[src/rtl/backprop_train_ctrl.sv]
// Training sequencer for the 2-3-2 backprop net: walks a sample memory for N epochs, pulsing update per sample.
// Latency: inputs/targets valid the edge after start; update rises SETTLE_CYCLES+1 edges later; period SETTLE_CYCLES+2.
// Backpressure: none; start/ld_en are ignored while busy, abort forces IDLE on the next edge.
module backprop_train_ctrl #(
    parameter int DATA_W        = 32,
    parameter int NUM_SAMPLES   = 4,
    parameter int ADDR_W        = 2,
    parameter int SETTLE_CYCLES = 10
) (
    input  logic              clk,
    input  logic              reset,
    input  logic              ld_en,
    input  logic [ADDR_W-1:0] ld_addr,
    input  logic [DATA_W-1:0] ld_in1,
    input  logic [DATA_W-1:0] ld_in2,
    input  logic [DATA_W-1:0] ld_t1,
    input  logic [DATA_W-1:0] ld_t2,
    input  logic              start,
    input  logic              abort,
    input  logic [15:0]       epochs,
    input  logic [ADDR_W:0]   n_samples,
    input  logic [DATA_W-1:0] step_in,
    output logic [DATA_W-1:0] input_1,
    output logic [DATA_W-1:0] input_2,
    output logic [DATA_W-1:0] target_1,
    output logic [DATA_W-1:0] target_2,
    output logic [DATA_W-1:0] step,
    output logic              update,
    output logic              busy,
    output logic              done,
    output logic [ADDR_W-1:0] sample_idx,
    output logic [15:0]       epoch_cnt
);

    typedef struct packed {
        logic [DATA_W-1:0] in1;
        logic [DATA_W-1:0] in2;
        logic [DATA_W-1:0] t1;
        logic [DATA_W-1:0] t2;
    } sample_t;

    typedef enum logic [1:0] {
        ST_IDLE   = 2'd0,
        ST_LOAD   = 2'd1,
        ST_SETTLE = 2'd2,
        ST_UPDATE = 2'd3
    } state_t;

    localparam int CNT_W = (SETTLE_CYCLES > 1) ? $clog2(SETTLE_CYCLES) : 1;
    localparam logic [CNT_W-1:0]  SETTLE_LAST = CNT_W'(SETTLE_CYCLES - 1);
    localparam logic [CNT_W-1:0]  ONE_C       = CNT_W'(1);
    localparam logic [ADDR_W:0]   NSAMP_MAX   = (ADDR_W + 1)'(NUM_SAMPLES);
    localparam logic [ADDR_W:0]   ONE_N       = (ADDR_W + 1)'(1);
    localparam logic [ADDR_W-1:0] ONE_A       = ADDR_W'(1);

    sample_t           r_mem [NUM_SAMPLES];
    state_t            r_state;
    state_t            w_next_state;
    logic [CNT_W-1:0]  r_settle_cnt;
    logic [15:0]       r_epochs;
    logic [ADDR_W:0]   r_n_samples;
    logic [DATA_W-1:0] r_in1, r_in2, r_t1, r_t2, r_step;
    logic              r_update, r_busy, r_done;
    logic [ADDR_W-1:0] r_sample_idx;
    logic [15:0]       r_epoch_cnt;

    logic              w_wr_en;
    logic              w_params_ok;
    logic              w_last_sample;
    logic              w_last_epoch;
    logic              w_start_ok, w_reject, w_next_sample, w_next_epoch, w_finish;
    logic              w_load;
    logic [ADDR_W-1:0] w_rd_addr;
    sample_t           w_wr_data;
    sample_t           w_rd_data;

    // Memory writes only land while idle; out-of-range addresses are dropped.
    assign w_wr_en   = ld_en && !r_busy && ({1'b0, ld_addr} < NSAMP_MAX);
    assign w_wr_data = '{in1: ld_in1, in2: ld_in2, t1: ld_t1, t2: ld_t2};

    assign w_params_ok   = (epochs != 16'd0) && (n_samples != '0) && (n_samples <= NSAMP_MAX);
    assign w_last_sample = (({1'b0, r_sample_idx} + ONE_N) == r_n_samples);
    assign w_last_epoch  = ((r_epoch_cnt + 16'd1) == r_epochs);
    assign w_load        = w_start_ok | w_next_sample | w_next_epoch;

    // Write-first read: a same-cycle write to the entry being fetched is forwarded.
    assign w_rd_data = (w_wr_en && (ld_addr == w_rd_addr)) ? w_wr_data : r_mem[w_rd_addr];

    // Next-state and per-edge control decode; abort overrides everything but reset.
    always_comb begin
        w_next_state  = r_state;
        w_rd_addr     = '0;
        w_start_ok    = 1'b0;
        w_reject      = 1'b0;
        w_next_sample = 1'b0;
        w_next_epoch  = 1'b0;
        w_finish      = 1'b0;
        case (r_state)
            ST_IDLE: begin
                if (start && !abort) begin
                    if (w_params_ok) begin
                        w_next_state = ST_LOAD;
                        w_start_ok   = 1'b1;
                    end else begin
                        w_reject = 1'b1;
                    end
                end
            end
            ST_LOAD: begin
                w_next_state = abort ? ST_IDLE : ST_SETTLE;
            end
            ST_SETTLE: begin
                if (abort) begin
                    w_next_state = ST_IDLE;
                end else if (r_settle_cnt == SETTLE_LAST) begin
                    w_next_state = ST_UPDATE;
                end
            end
            ST_UPDATE: begin
                if (abort) begin
                    w_next_state = ST_IDLE;
                end else if (!w_last_sample) begin
                    w_next_state  = ST_LOAD;
                    w_next_sample = 1'b1;
                    w_rd_addr     = r_sample_idx + ONE_A;
                end else if (!w_last_epoch) begin
                    w_next_state = ST_LOAD;
                    w_next_epoch = 1'b1;
                end else begin
                    w_next_state = ST_IDLE;
                    w_finish     = 1'b1;
                end
            end
            default: w_next_state = ST_IDLE;
        endcase
    end

    // State register.
    always_ff @(posedge clk or posedge reset) begin
        if (reset) begin
            r_state <= ST_IDLE;
        end else begin
            r_state <= w_next_state;
        end
    end

    // Counts cycles spent in SETTLE; restarts from 0 on every entry.
    always_ff @(posedge clk or posedge reset) begin
        if (reset) begin
            r_settle_cnt <= '0;
        end else if (r_state == ST_SETTLE) begin
            r_settle_cnt <= r_settle_cnt + ONE_C;
        end else begin
            r_settle_cnt <= '0;
        end
    end

    // Sample memory: cleared on reset, written from the load port while idle.
    always_ff @(posedge clk or posedge reset) begin
        if (reset) begin
            for (int i = 0; i < NUM_SAMPLES; i++) begin
                r_mem[i] <= '0;
            end
        end else if (w_wr_en) begin
            r_mem[ld_addr] <= w_wr_data;
        end
    end

    // Registered outputs and run parameters; data only changes on LOAD entry.
    always_ff @(posedge clk or posedge reset) begin
        if (reset) begin
            r_in1        <= '0;
            r_in2        <= '0;
            r_t1         <= '0;
            r_t2         <= '0;
            r_step       <= '0;
            r_epochs     <= '0;
            r_n_samples  <= '0;
            r_update     <= 1'b0;
            r_busy       <= 1'b0;
            r_done       <= 1'b0;
            r_sample_idx <= '0;
            r_epoch_cnt  <= '0;
        end else begin
            r_update <= (w_next_state == ST_UPDATE);
            r_busy   <= (w_next_state != ST_IDLE);
            r_done   <= w_finish | w_reject;
            if (w_load) begin
                r_in1 <= w_rd_data.in1;
                r_in2 <= w_rd_data.in2;
                r_t1  <= w_rd_data.t1;
                r_t2  <= w_rd_data.t2;
            end
            if (w_start_ok) begin
                r_epochs     <= epochs;
                r_n_samples  <= n_samples;
                r_step       <= step_in;
                r_sample_idx <= '0;
                r_epoch_cnt  <= '0;
            end
            if (w_next_sample) begin
                r_sample_idx <= r_sample_idx + ONE_A;
            end
            if (w_next_epoch) begin
                r_sample_idx <= '0;
                r_epoch_cnt  <= r_epoch_cnt + 16'd1;
            end
            if (w_finish) begin
                r_epoch_cnt <= r_epoch_cnt + 16'd1;
            end
        end
    end

    assign input_1    = r_in1;
    assign input_2    = r_in2;
    assign target_1   = r_t1;
    assign target_2   = r_t2;
    assign step       = r_step;
    assign update     = r_update;
    assign busy       = r_busy;
    assign done       = r_done;
    assign sample_idx = r_sample_idx;
    assign epoch_cnt  = r_epoch_cnt;

endmodule

[config.mk]
export PLATFORM = sky130hd
export DESIGN_NAME = backprop_train_ctrl
export DESIGN_NICKNAME = d
export VERILOG_FILES = /design/src/rtl/backprop_train_ctrl.sv
export SDC_FILE = /design/constraint.sdc
export NUM_CORES = 2
export LEC_CHECK = 0
export CORE_UTILIZATION = 48
export DETAILED_ROUTE_END_ITERATION = 7
export GPL_ROUTABILITY_DRIVEN = 0
export GPL_TIMING_DRIVEN = 1
export PLACE_DENSITY = 0.7
export SLEW_MARGIN = 20
export SYNTH_ARGS = -nofsm -noshare
export SYNTH_HDL_FRONTEND = slang
export SYNTH_SLANG_ARGS = --single-unit
[constraint.sdc]
create_clock -name clk -period 32.4 [get_ports clk]
set_clock_uncertainty 0.1 [all_clocks]
set_input_delay 3.24 -clock clk [delete_from_list [all_inputs] [get_ports clk]]
set_output_delay 3.24 -clock clk [all_outputs]
set_load 0.02 [all_outputs]
# ---- After elaboration in Yosys (flattened, before gate mapping)
# Index checks and enable logic that the tools add are counted.
dict set report word_totals {
  register_bits 718
  inputBits 186
  out_inout_bits 181
  wordCells 108
}
dict set report op_classes {
  addsub 4
  order_cmp 4
  eq_ne 8
  muxes 43
  bitwise 5
  reduce_logical 14
}
# cell count
set op_table {}
lappend op_table {{$bwmux 512} 1}
lappend op_table {{$mux 128} 4}
lappend op_table {{$bmux 128 s2} 1}
lappend op_table {{$demux 128 s2} 1}
lappend op_table {{$mux 16} 3}
lappend op_table {{$mux 2} 11}
lappend op_table {{$mux 1} 20}
lappend op_table {{$add 16x1->16 const B} 1}
lappend op_table {{$eq 16x16->1} 1}
lappend op_table {{$reduce_bool 16->1} 1}
lappend op_table {{$reduce_bool 3->1} 3}
lappend op_table {{$pmux 2 s4} 1}
lappend op_table {{$eq 2x2->1 const B} 3}
lappend op_table {{$ge 3x3->1 const B} 2}
lappend op_table {{$logic_and 1x1->1} 6}
lappend op_table {{$not 2->3} 2}
lappend op_table {{$add 4x1->4 const B} 1}
lappend op_table {{$eq 4x4->1 const B} 1}
lappend op_table {{$mux 4} 1}
lappend op_table {{$add 2x1->3 const B} 1}
lappend op_table {{$eq 3x3->1} 1}
lappend op_table {{$le 3x3->1 const B} 1}
lappend op_table {{$lt 3x1->1 const B} 1}
lappend op_table {{$or 1x1->1} 3}
lappend op_table {{other kinds (6)} 7}

# ---- Logic depth before layout (Yosys ltp)
dict set report depth {
  word_depth 10
  depth_mapped 11
  depth_no_buf 8
}

# ---- Worst setup path after synthesis
# Ideal clock, no wire load.
dict set report synth_path {
  path_kind {input to register}
  startpoint {in abort}
  endpoint {reg r_t2[20] (netlist: target_2[20])}
  setup_time_ps 125
  arrival_time_ps 5200
  required_ps 32175
  setup_slack_ps 26975
  path_stages 9
  path_buffers 4
  path_cell_list {nand3b_1 > a31oi_1 > buf_2 > a32o_1 > clkbuf_1 > clkbuf_1 > clkbuf_1 > o21ai_0 > mux2_4}
}
dict set report synth_between {
  elab_chain_len 7
  elab_cells_between_ends 19
  classes_between {eq/ne: 1; mux: 12; bitwise: 3; reduce/logical: 3}
}
# item line_no
set synth_lines {}
lappend synth_lines {{start: declaration} 19} ;# input logic abort,
lappend synth_lines {{$mux 2} 120} ;# if (abort) begin
lappend synth_lines {{$mux 2} 98} ;# case (r_state)
lappend synth_lines {{$not 2->3 (not written as such)} 87} ;# assign w_rd_data = (w_wr_en && (ld_addr == w_rd_addr)) ? w_wr_data : r_mem[w_rd_addr];
lappend synth_lines {{$bmux 128 s2} 87}
lappend synth_lines {{$mux 128 (not written as such) (2 in series)} 87}
lappend synth_lines {{$mux 128} 87}
lappend synth_lines {{end signal: assignment} 192} ;# r_t2 <= w_rd_data.t2;
lappend synth_lines {{end: declaration} 62} ;# logic [DATA_W-1:0] r_in1, r_in2, r_t1, r_t2, r_step;
# Parallel ways exist; a longest one is shown, timed or not. The select of a mux whose other input is x is not followed.
# A chain may end at the register's enable or synchronous reset.

# ---- Worst setup path after layout
dict set report layout_path {
  startpoint {in ld_en}
  endpoint {reg r_in1[13] (netlist: input_1[13])}
}
dict set report layout_between {
  elab_chain_len 3
}
# item line_no
set layout_lines {}
lappend layout_lines {{start: declaration} 12} ;# input logic ld_en,
lappend layout_lines {{$logic_and 1x1->1} 78} ;# assign w_wr_en = ld_en && !r_busy && ({1'b0, ld_addr} < NSAMP_MAX);
lappend layout_lines {{$logic_and 1x1->1} 87}
lappend layout_lines {{$mux 128} 87}
lappend layout_lines {{end signal: assignment} 189} ;# r_in1 <= w_rd_data.in1;
lappend layout_lines {{end: declaration} 62}
# Every way passes these cells.

==> flow_metrics.tcl <==
set metrics [dict create \
    criticalPathCategory "in -> reg" \
    synthCells 2461 \
    antenna_found_initial 13 \
    hold_class "reg -> reg" \
    io_pins 367 \
    die_h_microns 261 \
    ir_drop_mv 0.0524 \
    numCtsBuffers 79 \
    clkSinkCount 718 \
    min_period_ps 7190 \
    setup_viol 0 \
    ys_async_sr_fraction 1.00 \
    rsz0062_at_grt "false" \
    grt_pass1_vias 22900 \
    hold_buffers 0 \
    synth_area_leader_cell "dfrtp_1" \
    tightest_slew_ps 1090 \
    syn_area_per_cell_sq_um 13.1 \
    drt_iter0_markers 1238 \
    tns_ps 0 \
    synthTopCellsByArea "dfrtp_1 56%, mux2_2 22%, mux2_4 3.7%" \
    rows 94 \
    maxCapViolCount 0 \
    violations "DRC" \
    p_leak_nw 15.9 \
    tritoncts "yes" \
    utilization 0.595 \
    required_ps 32790 \
    synth_nets 2651 \
    drive_gt1_frac 0.310 \
    routed_via_density 5.80 \
    synthDistinctLibCells 56 \
    cp-end-kind "flop" \
    status "complete, but fails checks" \
    drt_first_pass_iters 8 \
    drc_errors 54 \
    seq_area_frac_synth 0.557 \
    clk_pin_slew_worst_paths_ps 60 \
    finalMaxSlewViolations 0 \
    ctsLongestPathBuffers 3 \
    synth_top_area_frac 0.557 \
    postCtsSetupBuffers 0 \
    vias 21400 \
    fillers 5081 \
    grt_max_degree 185 \
    final_nets 2939 \
    io_buffers 366 \
    grt-ovfl-total 0 \
    clkLatencyLatePin_ps 610 \
    crit_path_top_delay_cell "buf_4" \
    hpwl_microns 48200 \
    start_util 0.488 \
    worstPathArrival_ps 7580 \
    max_freq_ghz 0.139 \
    fp.dieW_microns 261 \
    hold_violations 0 \
    p_per_area_nw_per_um2 76.8 \
    final_cell_mix "718 x dfrtp_1, 627 x mux2_2, 366 x clkdlybuf4s50_1" \
    yosysWarnings 0 \
    synth_edf_count 0 \
    ys_ff_latch 718 \
    final_common_cell "dfrtp_1" \
    drtAntennaViolNets 0 \
    core-area_sq_um 66100 \
    cts_resized 0 \
    critical_path.max_fanout 129 \
    avgRoutedWirePerCell_microns 22.4 \
    synth_top_flop_cell "dfrtp_1" \
    grt_first_pass_wirelength_microns 130000 \
    area_growth_pct 21.8 \
    track_usage 0.243 \
    die-area_sq_um 68200 \
    syn_area_sq_um 32300 \
    path_cells "clkdlybuf4s50_1, nor2b_1, nor3b_2, buf_12, a32o_4, buf_4, o31ai_1, mux2_1" \
    slowest_delay_ps 940 \
    startpoint_type "primary input" \
    fin_crit_sh 0.222 \
    slew_headroom 0.274 \
    drt_wl_total_microns 82600 \
    root_buffer "clkbuf_16" \
    p_total_mw 3.02 \
    htree_levels 3 \
]
## critical path, delay by kind of cell
family                 cells  cell delay, ps
buffers and inverters      3            2040
AO/OA/AOI/OAI              2            1030
AND/OR/NAND/NOR            2             830
multiplexers               1             330
## where the power goes
group	total (mW)	switching, mW	internal, mW
registers	1.30	0.151	1.14
clock network	0.923	0.362	0.561
logic	0.801	0.348	0.453
total	3.02	0.861	2.16
## per-stage QoR
step                      area (sq um)  hold WS, ps  instances  setup WS, ps
final                            39300          390       3682         25210
after global routing             39300          403       3678         24930
after CTS                        39300          396       3674         25190
after detailed placement         36600          379       3532         24550
after global placement           36600          368       3531         24630
after floorplan                  32300          357       2461          8920
## logic make-up after synthesis
family,after synthesis,synth area share
and+or+nand+nor,366,0.0552
buffers and inverters,191,0.0251
DFF,718,0.557
adders and majority gates,4,0.00155
muxes,735,0.266
xor gates and xnor gates,27,0.00776
AOI/OAI and AO/OA,420,0.0877
## path summary, 6_finish.rpt
kind                                    start          end  slack [ps]  cells after the start
worst min register to register    input_1[27]  input_1[27]         390                      1
worst max-delay path                    ld_en  input_1[13]       25210                      8
worst min-delay path              input_1[27]  input_1[27]         390                      1
min in group asynchronous               reset  target_2[9]        3100                      2
max in group asynchronous               reset   r_mem[180]       26760                      4
worst max register to register  sample_idx[0]  input_1[13]       26790                      8
## area by class of cell
class                           count  area, sq um  area share
Sequential cell                   718        18000       0.457
Clock inverter                     20          308     0.00783
Timing Repair Buffer              392         3920      0.0998
Multi-Input combinational cell   1552        13600       0.346
Tap cell                          864         1080      0.0275
Antenna cell                        8         20.0    0.000509
Clock buffer                      122         2380      0.0606
Inverter                            6         30.0    0.000764
## cell usage after synthesis, drive strengths merged, types with 2 or more instances
library cell and count:
mux2 733, dfrtp 718, nand2 173, clkbuf 153
o22ai 128, o31ai 110, nor2b 87, a211oi 85
o21ai 70, nor2 40, buf 32, xnor2 16
nand3 14, nand4 10, xor2 10, nor4 9
a21oi 6, and3 6, inv 6, nand2b 6
o41ai 6, nor3 5, ha 4, a31oi 3
and2 3, nand3b 3, and4 2, mux2i 2
nor3b 2, or3 2
## layer usage
layer  vias up  global-route usage  share of wire
li1       9590                   -              -
met1     11100               0.321           0.43
met2       504               0.400           0.49
met3       136              0.0489          0.056
met4        18              0.0828          0.024
met5         -                   0         0.0014
## flip-flops by register name, summed over array words and instances, names as in the netlist
register and count:
update 1, epoch_cnt 16, target_1 32, r_mem 512
target_2 32, r_epochs 16, busy 1, sample_idx 2
step 32, input_1 32, r_settle_cnt 4, r_n_samples 3
done 1, input_2 32, r_state 2
Power figures use the tool's default switching activity.
